==> config.mk <==
export PLATFORM = sky130hd
export DESIGN_NAME = stopwatch_ctrl
export DESIGN_NICKNAME = d
export VERILOG_FILES = /design/src/rtl/stopwatch_pkg.sv /design/src/rtl/stopwatch_ctrl_btn_debounce.sv /design/src/rtl/stopwatch_ctrl.sv
export SDC_FILE = /design/constraint.sdc
export NUM_CORES = 1
export LEC_CHECK = 0
export ABC_AREA = 0
export CORE_ASPECT_RATIO = 1.25
export CORE_MARGIN = 3
export CORE_UTILIZATION = 30
export DETAILED_ROUTE_END_ITERATION = 8
export GPL_ROUTABILITY_DRIVEN = 0
export PLACE_DENSITY = 0.5
export SYNTH_ARGS = -nofsm -noshare
export SYNTH_HDL_FRONTEND = slang
export SYNTH_SLANG_ARGS = --single-unit
==> constraint.sdc <==
create_clock -name clk -period 2.85 [get_ports clk]
set_clock_uncertainty 0.15 [all_clocks]
set_input_delay 0.285 -clock clk [delete_from_list [all_inputs] [get_ports clk]]
set_output_delay 0.285 -clock clk [all_outputs]
set_load 0.02 [all_outputs]
==> src/rtl/stopwatch_pkg.sv <==
// Shared types and constants for the stopwatch front-panel controller.
// Status encoding must match stopwatch_top.
package stopwatch_pkg;

   localparam logic [1:0] SW_IDLE    = 2'b00;
   localparam logic [1:0] SW_RUNNING = 2'b01;
   localparam logic [1:0] SW_PAUSED  = 2'b10;

   typedef enum logic [1:0] {
      StIdle    = 2'd0,
      StRunning = 2'd1,
      StPaused  = 2'd2,
      StWaitAck = 2'd3
   } ctrl_state_t;

   typedef struct packed {
      logic [7:0] minutes;
      logic [5:0] seconds;
   } lap_t;

   // Unused status code 11 falls back to idle.
   function automatic ctrl_state_t status_to_state(input logic [1:0] status);
      case (status)
         SW_IDLE:    return StIdle;
         SW_RUNNING: return StRunning;
         SW_PAUSED:  return StPaused;
         default:    return StIdle;
      endcase
   endfunction

endpackage

==> src/rtl/stopwatch_ctrl_btn_debounce.sv <==
// Button conditioner: 2-flop synchroniser, stability counter, and a registered
// one-cycle pulse on each rising edge of the debounced level.
module btn_debounce #(
   parameter int unsigned DebounceCycles = 4
) (
   input  logic clk_i,
   input  logic rst_ni,
   input  logic btn_i,
   output logic rise_o
);

   localparam int unsigned CntW = (DebounceCycles > 1) ? $clog2(DebounceCycles) : 1;

   logic            sync1_q, sync2_q;
   logic            level_q, level_d;
   logic            rise_q, rise_d;
   logic [CntW-1:0] cnt_q, cnt_d;

   // Count resets to zero on any cycle the synchronised input agrees with the level.
   always_comb begin
      level_d = level_q;
      rise_d  = 1'b0;
      cnt_d   = '0;
      if (sync2_q != level_q) begin
         if (cnt_q == CntW'(DebounceCycles - 1)) begin
            level_d = ~level_q;
            rise_d  = ~level_q;
         end else begin
            cnt_d = cnt_q + 1'b1;
         end
      end
   end

   always_ff @(posedge clk_i) begin
      if (!rst_ni) begin
         sync1_q <= 1'b0;
         sync2_q <= 1'b0;
         level_q <= 1'b0;
         rise_q  <= 1'b0;
         cnt_q   <= '0;
      end else begin
         sync1_q <= btn_i;
         sync2_q <= sync1_q;
         level_q <= level_d;
         rise_q  <= rise_d;
         cnt_q   <= cnt_d;
      end
   end

   assign rise_o = rise_q;

endmodule

==> src/rtl/stopwatch_ctrl.sv <==
// Front-panel controller: debounced buttons drive start/stop/reset commands to the
// stopwatch, wait for status acknowledge, and queue lap times in a small FIFO.
module stopwatch_ctrl
   import stopwatch_pkg::*;
#(
   parameter int unsigned DEBOUNCE_CYCLES = 4,
   parameter int unsigned LAP_DEPTH       = 4,
   parameter int unsigned ACK_TIMEOUT     = 16
) (
   input  logic                           clk,
   input  logic                           rst_n,
   input  logic                           btn_ss,
   input  logic                           btn_lr,
   input  logic [7:0]                     sw_minutes,
   input  logic [5:0]                     sw_seconds,
   input  logic [1:0]                     sw_status,
   output logic                           sw_start,
   output logic                           sw_stop,
   output logic                           sw_reset,
   output logic                           lap_valid,
   input  logic                           lap_ready,
   output logic [7:0]                     lap_minutes,
   output logic [5:0]                     lap_seconds,
   output logic [$clog2(LAP_DEPTH+1)-1:0] lap_count,
   output logic                           lap_overflow,
   output logic                           ctrl_err,
   output logic [1:0]                     ctrl_state
);

   localparam int unsigned PtrW = $clog2(LAP_DEPTH);
   localparam int unsigned CntW = $clog2(LAP_DEPTH + 1);
   localparam int unsigned TmoW = $clog2(ACK_TIMEOUT + 1);

   logic ss_ev, lr_ev;

   btn_debounce #(
      .DebounceCycles(DEBOUNCE_CYCLES)
   ) u_db_ss (
      .clk_i (clk),
      .rst_ni(rst_n),
      .btn_i (btn_ss),
      .rise_o(ss_ev)
   );

   btn_debounce #(
      .DebounceCycles(DEBOUNCE_CYCLES)
   ) u_db_lr (
      .clk_i (clk),
      .rst_ni(rst_n),
      .btn_i (btn_lr),
      .rise_o(lr_ev)
   );

   ctrl_state_t     state_q, state_d;
   ctrl_state_t     exp_q, exp_d;
   logic [TmoW-1:0] tmo_q, tmo_d;
   logic            pend_q, pend_d;
   logic            start_q, start_d;
   logic            stop_q, stop_d;
   logic            rst_cmd_q, rst_cmd_d;
   logic            err_q, err_d;
   logic            ovf_q, ovf_d;
   logic            lap_push, flush;

   lap_t            mem_q [LAP_DEPTH];
   logic [PtrW-1:0] wptr_q, wptr_d;
   logic [PtrW-1:0] rptr_q, rptr_d;
   logic [CntW-1:0] cnt_q, cnt_d;
   logic            pop, full, push_ok;
   lap_t            lap_in, head;

   // A command cycle (pend_q) sits between the pulse and WAIT_ACK; events there are dropped.
   always_comb begin
      state_d   = state_q;
      exp_d     = exp_q;
      tmo_d     = tmo_q;
      pend_d    = 1'b0;
      start_d   = 1'b0;
      stop_d    = 1'b0;
      rst_cmd_d = 1'b0;
      err_d     = err_q;
      lap_push  = 1'b0;
      flush     = 1'b0;
      if (pend_q) begin
         state_d = StWaitAck;
         tmo_d   = '0;
      end else begin
         unique case (state_q)
            StIdle: begin
               if (ss_ev) begin
                  start_d = 1'b1;
                  exp_d   = StRunning;
                  pend_d  = 1'b1;
               end
            end
            StRunning: begin
               if (ss_ev) begin
                  stop_d = 1'b1;
                  exp_d  = StPaused;
                  pend_d = 1'b1;
               end else if (lr_ev) begin
                  lap_push = 1'b1;
               end
            end
            StPaused: begin
               if (ss_ev) begin
                  start_d = 1'b1;
                  exp_d   = StRunning;
                  pend_d  = 1'b1;
               end else if (lr_ev) begin
                  rst_cmd_d = 1'b1;
                  flush     = 1'b1;
                  exp_d     = StIdle;
                  pend_d    = 1'b1;
               end
            end
            StWaitAck: begin
               if (sw_status == exp_q) begin
                  state_d = exp_q;
               end else if (tmo_q == TmoW'(ACK_TIMEOUT - 1)) begin
                  err_d   = 1'b1;
                  state_d = status_to_state(sw_status);
               end else begin
                  tmo_d = tmo_q + 1'b1;
               end
            end
            default: state_d = StIdle;
         endcase
      end
   end

   assign lap_in  = '{minutes: sw_minutes, seconds: sw_seconds};
   assign head    = mem_q[rptr_q];
   assign full    = (cnt_q == CntW'(LAP_DEPTH));
   assign pop     = (cnt_q != '0) && lap_ready;
   assign push_ok = lap_push && (!full || pop);

   always_comb begin
      wptr_d = wptr_q;
      rptr_d = rptr_q;
      cnt_d  = cnt_q;
      ovf_d  = ovf_q;
      if (flush) begin
         wptr_d = '0;
         rptr_d = '0;
         cnt_d  = '0;
         ovf_d  = 1'b0;
      end else begin
         if (lap_push && !push_ok) ovf_d = 1'b1;
         if (push_ok) wptr_d = wptr_q + 1'b1;
         if (pop) rptr_d = rptr_q + 1'b1;
         cnt_d = cnt_q + CntW'(push_ok) - CntW'(pop);
      end
   end

   always_ff @(posedge clk) begin
      if (!rst_n) begin
         state_q   <= StIdle;
         exp_q     <= StIdle;
         tmo_q     <= '0;
         pend_q    <= 1'b0;
         start_q   <= 1'b0;
         stop_q    <= 1'b0;
         rst_cmd_q <= 1'b0;
         err_q     <= 1'b0;
         ovf_q     <= 1'b0;
         wptr_q    <= '0;
         rptr_q    <= '0;
         cnt_q     <= '0;
         for (int i = 0; i < int'(LAP_DEPTH); i++) mem_q[i] <= '0;
      end else begin
         state_q   <= state_d;
         exp_q     <= exp_d;
         tmo_q     <= tmo_d;
         pend_q    <= pend_d;
         start_q   <= start_d;
         stop_q    <= stop_d;
         rst_cmd_q <= rst_cmd_d;
         err_q     <= err_d;
         ovf_q     <= ovf_d;
         wptr_q    <= wptr_d;
         rptr_q    <= rptr_d;
         cnt_q     <= cnt_d;
         if (push_ok) mem_q[wptr_q] <= lap_in;
      end
   end

   assign sw_start     = start_q;
   assign sw_stop      = stop_q;
   assign sw_reset     = rst_cmd_q;
   assign lap_valid    = (cnt_q != '0);
   assign lap_minutes  = head.minutes;
   assign lap_seconds  = head.seconds;
   assign lap_count    = cnt_q;
   assign lap_overflow = ovf_q;
   assign ctrl_err     = err_q;
   assign ctrl_state   = state_q;

endmodule

==> impl_metrics.csv <==
group,metric,value,unit
drt,vias_per_cell,4.50,
clocking,cts_hold_buf,0,
placement,dp_hpwl,5250,µm
logic_synthesis,netlist_area,3940,µm²
setup_path,crit_family,"buffers and inverters",
drt,vias,2435,
cells_and_area,area_delta_synth_final,24.8,%
setup_path,path_class,"flip-flop to primary output",
floorplanning,ioPinCount,46,
logic_synthesis,synth-async-reset-ratio,0,%
setup_path,crit_fanout,14,
drt,dr.pass1.iters,4,
global_routing,track_usage,11.9,%
global_routing,top_usage_layer,"met2",
global_routing,grt_use_met1,15.4,%
pwr,p_per_area,706,nW/µm²
clocking,cts_setup_buffers,0,
cells_and_area,nets,396,
pwr,power_frac_comb,21.8,%
global_routing,grt_pass1_vias,2562,
timing,setup_viol,0,
logic_synthesis,postSynthAreaPerCell,12.5,µm²
logic_synthesis,synthTopCellsByArea,"edfxtp_1 (43%), dfxtp_1 (18%), mux4_2 (8.0%)",
floorplanning,coreArea,12800,µm²
timing,setup_tns,0,ps
timing,min_period,2490,ps
logic_synthesis,synth_warnings,0,
timing,rsz0062_at_grt,"false",
clocking,cts.sinks,92,
floorplanning,fp.dieArea,14500,µm²
global_routing,overflow,0,
timing,slew_headroom,33.7,%
cells_and_area,antenna-diode-count,0,
setup_path,slowest_stage,"mux4_2",
clocking,htree_levels,3,
setup_path,r2r_start,"lap_count[1]",
global_routing,grt_max_degree,40,
hold_path,hold_path_class,"flip-flop to flip-flop",
timing,max_freq,0.402,GHz
pwr,p_leak,1.78,nW
placement,placed_area,4620,µm²
clocking,cts_buffers,9,
clocking,clk_pin_slew,60,ps
clocking,clock-root-buffer,"clkbuf_16",
status,status,"complete, no violations",
placement,dpl.cell_count,525,
timing,finalCritPeriodShare,87.2,%
setup_path,crit_chain,"buf_4 -> mux4_2 -> clkdlybuf4s50_1",
hold_path,hold_start,"u_db_lr.cnt_q[0]",
run,maxCapViolations,0,
clocking,ctsResizeCount,0,
global_routing,antenna_found_initial,0,
drt,wl,7980,µm
global_routing,grt_use_met2,19.7,%
floorplanning,start_util,30.8,%
timing,drv_slew,0,
setup_path,max_stage_delay,560,ps
logic_synthesis,synth.distinct_cells,46,
setup_path,arrival,2050,ps
logic_synthesis,synth_area_leader_cell,"edfxtp_1",
global_routing,grt_pass1_wl,13200,µm
floorplanning,num_rows,46,
global_routing,grtUsageMet3,2.21,%
logic_synthesis,synth-seq-cells,92,
floorplanning,die_y,134,µm
pwr,clock_power_share,34.4,%
logic_synthesis,synth_edf_count,56,
timing,finalHoldViolations,0,
clocking,cts_tree,"yes",
cells_and_area,final_cells,541,
logic_synthesis,synth_flop_cell,"edfxtp_1",
setup_path,timing.reg2reg.setup_slack,480,ps
setup_path,cp_num_buf_inv,2,
logic_synthesis,syn_nets,342,
setup_path,end_kind,"primary output",
logic_synthesis,ys_seq_area_share,61.0,%
drt,wl_per_cell,14.8,µm
pwr,switchingPower,917,µW
clocking,clk_path_buf_depth,2,
placement,portBuffers,45,
cells_and_area,drive_gt1_share,13.4,%
drt,drt-initial-drc-count,75,
logic_synthesis,synth_top_area_share,42.7,%
setup_path,required,2410,ps
pwr,switching_share,26.4,%
drt,postRouteAntennaNets,0,
timing,worst_pin_slew,991,ps
setup_path,cp-start-kind,"flip-flop",
cells_and_area,final_cell_mix,"nor2_1 (60), edfxtp_1 (56), clkdlybuf4s50_1 (45)",
cells_and_area,design_area,4920,µm²
pwr,peakVddDrop,0.324,mV
clocking,worstSkewPairLatency,330,ps
pwr,power.total,3.47,mW
logic_synthesis,syn_inst,314,
cells_and_area,final_common_cell,"nor2_1",
drt,drc,0,
pwr,intPower,2.55,mW
floorplanning,die_x,108,µm
pwr,pwr-share-seq,43.8,%
layer usage:
layer	wire [µm]	part of all wire (%)
met3	392	4.9
met5	0	0
met2	3990	50
met4	127	1.6
met1	3470	43
area by class of cell:
type | instances | area (µm²)
Timing Repair Buffer | 59 | 556
Tap cell | 168 | 210
Inverter | 11 | 41.3
Multi-Input combinational cell | 195 | 1410
Clock inverter | 6 | 72.6
Fill cell | 1275 | 7860
Clock buffer | 10 | 229
Sequential cell | 92 | 2400
cells by family (layout without fill, tap and decap cells):
kind of cell	after synthesis	after routing	share of synthesized area (%)
compound gates	24	24	4.32
xor+xnor	11	11	2.45
fa+ha+maj	7	7	2.41
buf+inv	27	86	3.30
flops	92	92	61.0
mux	16	16	8.55
simple gates	137	137	18.0
path summary, 6_finish.rpt:
check / endpoint / depth (start not counted)
setup / recovery: lap_seconds[2] / 3
hold / removal: u_db_lr.cnt_q[0] / 1
setup reg to reg: lap_count[2] / 9
hold reg to reg: u_db_lr.cnt_q[0] / 1
registers in the layout (all words and copies together) (netlist names), 2 cells and up, named ones only:
name	flops
mem_q	56
tmo_q	5
lap_count	3
ctrl_state	2
exp_q	2
rptr_q	2
u_db_lr.cnt_q	2
u_db_ss.cnt_q	2
wptr_q	2
synth_stat cells, types with 2 or more instances:
library cell / number
a21boi_0: 2
a21oi_1: 6
and2_1: 18
and3_1: 2
and4b_1: 3
buf_2: 5
buf_6: 3
clkbuf_1: 8
dfxtp_1: 36
edfxtp_1: 56
ha_1: 6
inv_1: 11
mux4_2: 14
nand2_1: 25
nand2b_1: 7
nand4_1: 2
nor2_1: 60
nor2b_1: 2
nor3_1: 2
nor3b_1: 4
nor4bb_1: 2
o21ai_0: 6
or3_1: 2
xnor2_1: 8
xor2_1: 3
worst reg2reg max path: stages, from the launching register on:
cell and delay [ps]:
dfxtp_1 370, or4b_4 580, nand3_2 90, ha_1 120, inv_1 40, ha_1 180
fa_1 370, xnor2_1 180, xnor2_1 140, nor2_1 50
per-stage QoR:
step	hold WS (ps)	util [%]	worst slack, ps
global route	293	38.5	268
floorplan	255	-	170
finish	275	38.5	364
CTS	278	38.5	332
global placement	263	36.1	214
detailed placement	268	36.1	189
power groups by stage:
stage | combinational [mW] | sequential [mW] | clock, mW
after detailed placement | 0.770 | 1.55 | 0
final | 0.757 | 1.52 | 1.19
after CTS | 0.772 | 1.52 | 1.23
after floorplan | 0.457 | 1.56 | 0
after global routing | 0.830 | 1.53 | 1.28
after global placement | 0.767 | 1.55 | 0
(Power assumes the default switching activity.)
